### src/rtl/aes_inv_round_ctrl.sv
// Step sequencer for the AES inverse cipher: one stage strobe per cycle, round-key index, key-valid stalls.
// Latency 4*NR+1 cycles from start to done; stalls one cycle per missing key in INIT_ARK/ARK.
module aes_inv_round_ctrl #(
  parameter int unsigned NR = 10
) (
  input  logic       i_clock,
  input  logic       i_reset_n,
  input  logic       i_start,
  input  logic       i_abort,
  input  logic       i_key_valid,
  output logic       o_busy,
  output logic       o_done,
  output logic [3:0] o_round,
  output logic       o_sel_input,
  output logic       o_en_ark,
  output logic       o_en_isr,
  output logic       o_en_isb,
  output logic       o_en_imc
);

  localparam logic [3:0] NR_L = 4'(NR);

  typedef enum logic [2:0] {
    S_IDLE,
    S_INIT_ARK,
    S_ISR,
    S_ISB,
    S_ARK,
    S_IMC,
    S_DONE
  } state_t;

  state_t     state;
  state_t     state_nxt;
  logic [3:0] round_q;
  logic [3:0] round_nxt;

  always_ff @(posedge i_clock or negedge i_reset_n) begin
    if (!i_reset_n) begin
      state   <= S_IDLE;
      round_q <= 4'd0;
    end else begin
      state   <= state_nxt;
      round_q <= round_nxt;
    end
  end

  always_comb begin
    state_nxt   = state;
    round_nxt   = round_q;
    o_sel_input = 1'b0;
    o_en_ark    = 1'b0;
    o_en_isr    = 1'b0;
    o_en_isb    = 1'b0;
    o_en_imc    = 1'b0;
    o_done      = 1'b0;
    case (state)
      S_IDLE: begin
        if (i_start) begin
          state_nxt = S_INIT_ARK;
          round_nxt = NR_L;
        end
      end
      S_INIT_ARK: begin
        o_sel_input = 1'b1;
        o_en_ark    = i_key_valid;
        if (i_key_valid) begin
          state_nxt = S_ISR;
          round_nxt = NR_L - 4'd1;
        end
      end
      S_ISR: begin
        o_en_isr  = 1'b1;
        state_nxt = S_ISB;
      end
      S_ISB: begin
        o_en_isb  = 1'b1;
        state_nxt = S_ARK;
      end
      S_ARK: begin
        o_en_ark = i_key_valid;
        // The final round has no InvMixColumns
        if (i_key_valid) state_nxt = (round_q == 4'd0) ? S_DONE : S_IMC;
      end
      S_IMC: begin
        o_en_imc  = 1'b1;
        state_nxt = S_ISR;
        if (round_q != 4'd0) round_nxt = round_q - 4'd1;
      end
      S_DONE: begin
        o_done    = 1'b1;
        state_nxt = S_IDLE;
      end
      default: state_nxt = S_IDLE;
    endcase
    // Abort only redirects the next state; strobes already issued this cycle stand
    if (i_abort) begin
      state_nxt = S_IDLE;
      round_nxt = 4'd0;
    end
  end

  assign o_busy  = (state != S_IDLE);
  assign o_round = round_q;

endmodule
### config.mk
export PLATFORM = sky130hd
export DESIGN_NAME = aes_inv_round_ctrl
export DESIGN_NICKNAME = d
export VERILOG_FILES = /design/src/rtl/aes_inv_round_ctrl.sv
export SDC_FILE = /design/constraint.sdc
export NUM_CORES = 1
export LEC_CHECK = 0
export ABC_CLOCK_PERIOD_IN_PS = 4500
export BUFFER_PORTS_ARGS = -buffer_cell sky130_fd_sc_hd__buf_2
export CAP_MARGIN = 30
export CORE_MARGIN = 10
export CORE_UTILIZATION = 38
export CTS_BUF_LIST = sky130_fd_sc_hd__clkbuf_16
export DETAILED_ROUTE_END_ITERATION = 8
export GPL_TIMING_DRIVEN = 0
export PLACE_DENSITY_LB_ADDON = 0.2
export SLEW_MARGIN = 40
export SYNTH_ARGS = -nofsm -noshare
export SYNTH_HDL_FRONTEND = slang
export SYNTH_SLANG_ARGS = --single-unit
### constraint.sdc
create_clock -name i_clock -period 4.5 [get_ports i_clock]
set_input_delay 0.675 -clock i_clock [delete_from_list [all_inputs] [get_ports i_clock]]
set_output_delay 0.675 -clock i_clock [all_outputs]
set_load 0.02 [all_outputs]
==> results.toml, run 1 <==
[timing]
report.final.slew_viol_count = 0
max_freq_ghz = 0.4579
finalCritPeriodShare_pct = 48.54
max_slew.worst_pin.slew_ns = 0.3621
fin_tns_setup_ns = 0
relSlewSlack_pct = 75.86
setup_violations = 0
whs_ns = 0.2713
clock_skew_ns = 0.001392
hold_viol = 0
rsz0062_at_grt = "false"
period_needed_ns = 2.184

[power]
peakVddDrop_mv = 0.2131
internal_power_w = 0.0002154
p_per_area_mw_per_mm2 = 438.4
p_sw_w = 0.00008844
switching_share_pct = 29.10
clock_power_share_pct = 49.9
share_comb_of_total_power_pct = 25.1
p_leak_nw = 0.3340
seq_power_share_pct = 25.0

[drt]
wl_per_cell_um = 14.78
postRouteAntennaNets = 0
drt_pre_antenna_iters = 4
drc = 0
wl_mm = 1.345
vias_per_cell = 5.385
via_count = 490
drt_iter0_drc = 7

[floorplan]
die_w_um = 57.01
fp-row-count = 13
num_io_pins = 16
initial_utilization_pct = 40.00
die_y_um = 57.01
die_area_mm2 = 0.003250
core_mm2 = 0.001301

[synthesis]
yosysTopAreaCell = "dfrtp_1"
synth_edf_count = 0
ys_types = 30
syn_nets = 64
ys_warn_count = 0
syn_area_um2 = 520.5
synth_area_leaders = "dfrtp_1 (34%), ha_1 (4.8%), nor2_1 (4.3%), nor3b_1 (4.3%), o31ai_4 (4.1%)"
ys_ff_latch = 7
syn_area_per_cell_um2 = 9.132
synth.top_cell.area_share_pct = 33.65
synthFlopType = "dfrtp_1"
async_reset_ff_share_pct = 100.0
synth_cells = 57
synth_seq_area_share_pct = 33.65

[cts]
postCtsSetupRepairBufs = 0
clkLatencyLatePin_ns = 0.23
path_clk_slew_ns = 0.04
clock_path_buffers = 2
cts_resized = 0
cts-root-buf = "clkbuf_16"
cts.sinks = 7
h-tree-depth = 1
cts-buffers-inserted = 3
hold_buffers = 0
cts_tree = "done"

[setup_path]
arrival_ns = 1.51
crit_required_ns = 3.83
worstReg2RegStart = "o_round[0]"
max_stage_delay_ns = 0.47
endpoint_kind = "output port"
reg2regPathDepth = 6
crit_slowest_cell = "dfrtp_1"
path_cells = "clkbuf_1 -> xor2_1 -> and3_1 -> buf_2"
path_class = "flip-flop to output port"
worstPathMaxFanout = 10
reg2reg_slack_ns = 2.79
start_kind = "flip-flop"
rr_endpoint = "o_round[1]"

[cells_and_area]
drive_gt1_share_pct = 35.53
antenna_cells = 0
syn_to_final_growth_pct = 33.17
fillers = 122
layout.cells.most_common = "buf_2"
nets = 84
final_cell_mix = "buf_2 (16), dfrtp_1 (7), nor2_1 (6)"

[global_route]
grt_usage_pct = 8.099
antenna_found_initial = 0
grt_pass1_vias = 499
grt_max_degree = 11
grt_overflow_total = 0
grt_pass1_wl_mm = 2.180

[outcome]
status = "complete, no violations"

[run]
drv_cap = 0

[placed_design]
gp_congestion = 0.7285
place_hpwl_um = 953
portBuffers = 15

[hold_path]
hold_path_class = "input pin to async pin"
-- cells by family after synthesis --
| kind of cell | count (synthesis) | synth area share, % |
|---|---|---|
| simple gates | 26 | 31.97 |
| compound gates | 14 | 21.39 |
| flops | 7 | 33.65 |
| buf+inv | 6 | 4.567 |
| fa+ha+maj | 2 | 4.807 |
| xor+xnor | 1 | 1.683 |
| mux | 1 | 1.923 |
-- metal layers --
metal | vias to the layer above | routed length, um | global-route usage, %
met1 | 225 | 600 | 8.722
met2 | 16 | 619 | 12.87
li1 | 245 | - | -
met4 | 0 | 20 | 4.027
met5 | - | 0 | 0
met3 | 4 | 105 | 3.982
-- power groups by stage --
stage | sequential [W] | clock, W | combinational [W]
detailed placement | 0.0000766 | 0 | 0.0000753
CTS | 0.0000757 | 0.000152 | 0.0000771
finish | 0.0000759 | 0.000152 | 0.0000762
global route | 0.0000771 | 0.000156 | 0.0000831
global placement | 0.0000763 | 0 | 0.0000751
floorplan | 0.0000795 | 0 | 0.0000508
-- critical path: cells and delay by family, from the launching register on --
family | cells | cell delay (ns)
xor+xnor | 1 | 0.16
buf+inv | 2 | 0.49
flops | 1 | 0.47
simple gates | 1 | 0.15
-- worst max-delay path by stage --
| stage | start | to | slack (ns) |
|---|---|---|---|
| after floorplan | state[2] | o_done | 2.59 |
| after global placement | state[2] | o_en_ark | 2.58 |
| after detailed placement | state[2] | o_en_ark | 2.57 |
| after CTS | state[2] | o_en_ark | 2.33 |
| after global routing | state[2] | o_en_ark | 2.22 |
| final | state[2] | o_en_ark | 2.32 |
-- sequential cells by signal (all words and copies together) (netlist names) --
| signal | flops |
|---|---|
| state | 3 |
| o_round | 4 |
-- per-stage QoR --
step | utilization (%) | setup WS, ns | area (um^2) | instances | total power, W
floorplan | - | 2.587 | 520.5 | 57 | 0.0001303
global placement | 47.21 | 2.585 | 614.3 | 87 | 0.0001514
detailed placement | 47.21 | 2.573 | 614.3 | 87 | 0.0001520
CTS | 53.27 | 2.334 | 693.2 | 91 | 0.0003048
global route | 53.27 | 2.217 | 693.2 | 91 | 0.0003163
finish | 53.27 | 2.316 | 693.2 | 91 | 0.0003039
-- synth_stat cells, drive strengths merged, types with 2 or more instances --
| master | count |
|---|---|
| clkbuf | 2 |
| nand2 | 2 |
| nand2b | 3 |
| ha | 2 |
| inv | 3 |
| a21oi | 5 |
| nor3 | 3 |
| nor2b | 2 |
| dfrtp | 7 |
| nor2 | 6 |
| o21ai | 3 |
| nor3b | 3 |
-- layout make-up --
| class | instances | area (um^2) | share of cell area (%) |
|---|---|---|---|
| repair buffers | 15 | 75.07 | 10.83 |
| well taps | 15 | 18.77 | 2.708 |
| clock buffers | 3 | 75.07 | 10.83 |
| flip-flops and latches | 7 | 175.2 | 25.27 |
| clock inverters | 1 | 3.754 | 0.5415 |
| inverters | 3 | 11.26 | 1.625 |
| multi-input cells | 44 | 321.6 | 46.39 |
| plain buffers | 3 | 12.51 | 1.805 |
No activity file was read; power rests on OpenSTA's default activity.
==> inputs of run 2 (changes only) <==
- ABC_CLOCK_PERIOD_IN_PS: 4500 -> 1800
- clock period: 4.5 -> 1.8 ns (I/O delays scaled with it)
==> results.toml, run 2 (synthesis gave the netlist of run 1 again) <==
[timing]
whs_ns = 0.3041
relSlewSlack_pct = 79.98
setup_violations = 0
fin_tns_setup_ns = 0
clock_skew_ns = 0.001761
period_needed_ns = 1.702
rsz0062_at_grt = "false"
finalCritPeriodShare_pct = 94.54
hold_viol = 0
max_slew.worst_pin.slew_ns = 0.2980
max_freq_ghz = 0.5876
finalWorstSetupSlack_ns = 0.09828
report.final.slew_viol_count = 0

[cts]
postCtsSetupRepairBufs = 0
cts_tree = "done"
h-tree-depth = 1
cts-root-buf = "clkbuf_16"
cts-buffers-inserted = 3
clock_path_buffers = 2
path_clk_slew_ns = 0.04
cts.sinks = 7
clkLatencyLatePin_ns = 0.23

[global_route]
grt_pass1_wl_mm = 2.201
grt_use_met3_pct = 3.982
grt_max_degree = 11
use_met2_pct = 13.18
grt_pass1_vias = 505
grt_usage_pct = 8.187
antenna_found_initial = 0
top_usage_layer = "met2"
grtUsageMet1_pct = 8.722
grt_overflow_total = 0

[cells_and_area]
syn_to_final_growth_pct = 35.34
drive_gt1_share_pct = 36.36
final_cell_mix = "buf_2 (16), dfrtp_1 (7), nor2_1 (6)"
nets = 85
layout.cells.most_common = "buf_2"
fillers = 122
largest_reg_flops = 4
antenna_cells = 0
utilization_pct = 54.13

[run]
drv_cap = 0

[drt]
vias_per_cell = 5.446
drt_pre_antenna_iters = 4
postRouteAntennaNets = 0
drc = 0
via_count = 501
drt_iter0_drc = 9
wl_mm = 1.368
wl_per_cell_um = 14.87

[floorplan]
die_y_um = 57.01
core_mm2 = 0.001301
fp-row-count = 13
die_w_um = 57.01
initial_utilization_pct = 40.00
num_io_pins = 16
die_area_mm2 = 0.003250

[setup_path]
path_class = "flip-flop to flip-flop"
reg2reg_slack_ns = 0.1
rr_endpoint = "o_round[1]"
reg2regPathDepth = 6
start_kind = "flip-flop"
crit_required_ns = 1.91
worstPathMaxFanout = 5
endpoint_kind = "flip-flop"
worstReg2RegStart = "o_round[0]"
arrival_ns = 1.81

[power]
p_per_area_mw_per_mm2 = 1081
p_leak_nw = 0.3416
seq_power_share_pct = 24.9
switching_share_pct = 29.04
p_total_w = 0.0007613
share_comb_of_total_power_pct = 25.3
internal_power_w = 0.0005402
clock_power_share_pct = 49.8
p_sw_w = 0.0002211
peakVddDrop_mv = 0.5315

[placed_design]
gp_congestion = 0.7285
portBuffers = 15
pre_cts_ws_ns = 0.1219
place_hpwl_um = 953

[hold_path]
min_to = "o_round[3]"
hold_path.startpoint = "i_abort"
hold_path_class = "input pin to flip-flop"
holdPathStages = 2

[outcome]
status = "complete, no violations"
[run 2: changes by cell type in the layout (fill, tap and decap cells not counted), sizes merged]
cell	delta
dlygate4sd3	+1
[run 2: layout make-up]
cell class	instances	area (um^2)	area share [%]
Tap cell	15	18.77	2.664
Inverter	3	11.26	1.599
Buffer	3	13.76	1.954
Sequential cell	7	175.2	24.87
Timing Repair Buffer	16	85.08	12.08
Clock inverter	1	3.754	0.5329
Multi-Input combinational cell	44	321.6	45.65
Clock buffer	3	75.07	10.66
[run 2: worst max-delay path, cell delays in order (launching register included)]
cell and delay, ns:
dfrtp_1 0.40, inv_1 0.09, ha_1 0.23, and4bb_1 0.24
o31a_2 0.37, nor3_1 0.17, a211oi_1 0.07
[run 2: power by group through the flow]
stage | clock [W] | combinational, W | sequential [W]
detailed placement | 0 | 0.000188 | 0.000192
floorplan | 0 | 0.000127 | 0.000199
global placement | 0 | 0.000188 | 0.000191
finish | 0.000379 | 0.000193 | 0.000190
global route | 0.000390 | 0.000210 | 0.000193
CTS | 0.000380 | 0.000194 | 0.000189
[run 2: metrics by stage]
stage	instances	cell area (um^2)
2_1_floorplan	57	520.5
4_1_cts	92	703.2
3_3_place_gp	87	614.3
5_1_grt	92	704.4
6_report	92	704.4
3_5_place_dp	87	614.3
[run 2: worst max-delay path by stage]
| stage | start | to | slack (ns) | depth (start not counted) |
|---|---|---|---|---|
| 6_report | o_round[0] | o_round[1] | 0.1 | 6 |
| 5_1_grt | o_round[0] | o_round[2] | 0.005 | 6 |
| 4_1_cts | state[2] | o_en_ark | 0.04 | 4 |
| 3_5_place_dp | o_round[0] | o_round[3] | 0.12 | 6 |
| 3_3_place_gp | o_round[0] | o_round[1] | 0.15 | 6 |
| 2_1_floorplan | o_round[0] | o_round[1] | 0.10 | 6 |
[run 2: metal layers]
| layer | wire length [um] | part of all wire, % |
|---|---|---|
| met5 | 0 | 0 |
| met4 | 22 | 1.6 |
| met3 | 122 | 8.9 |
| met2 | 646 | 47 |
| met1 | 577 | 42 |
[run 2: repair_timing]
action | 4_1_cts | 5_1_grt
gates resized for setup | 0 | 2
hold endpoints to repair | 7 | 0
endpoints found under the setup margin | 0 | 3
hold buffers | 1 | 0
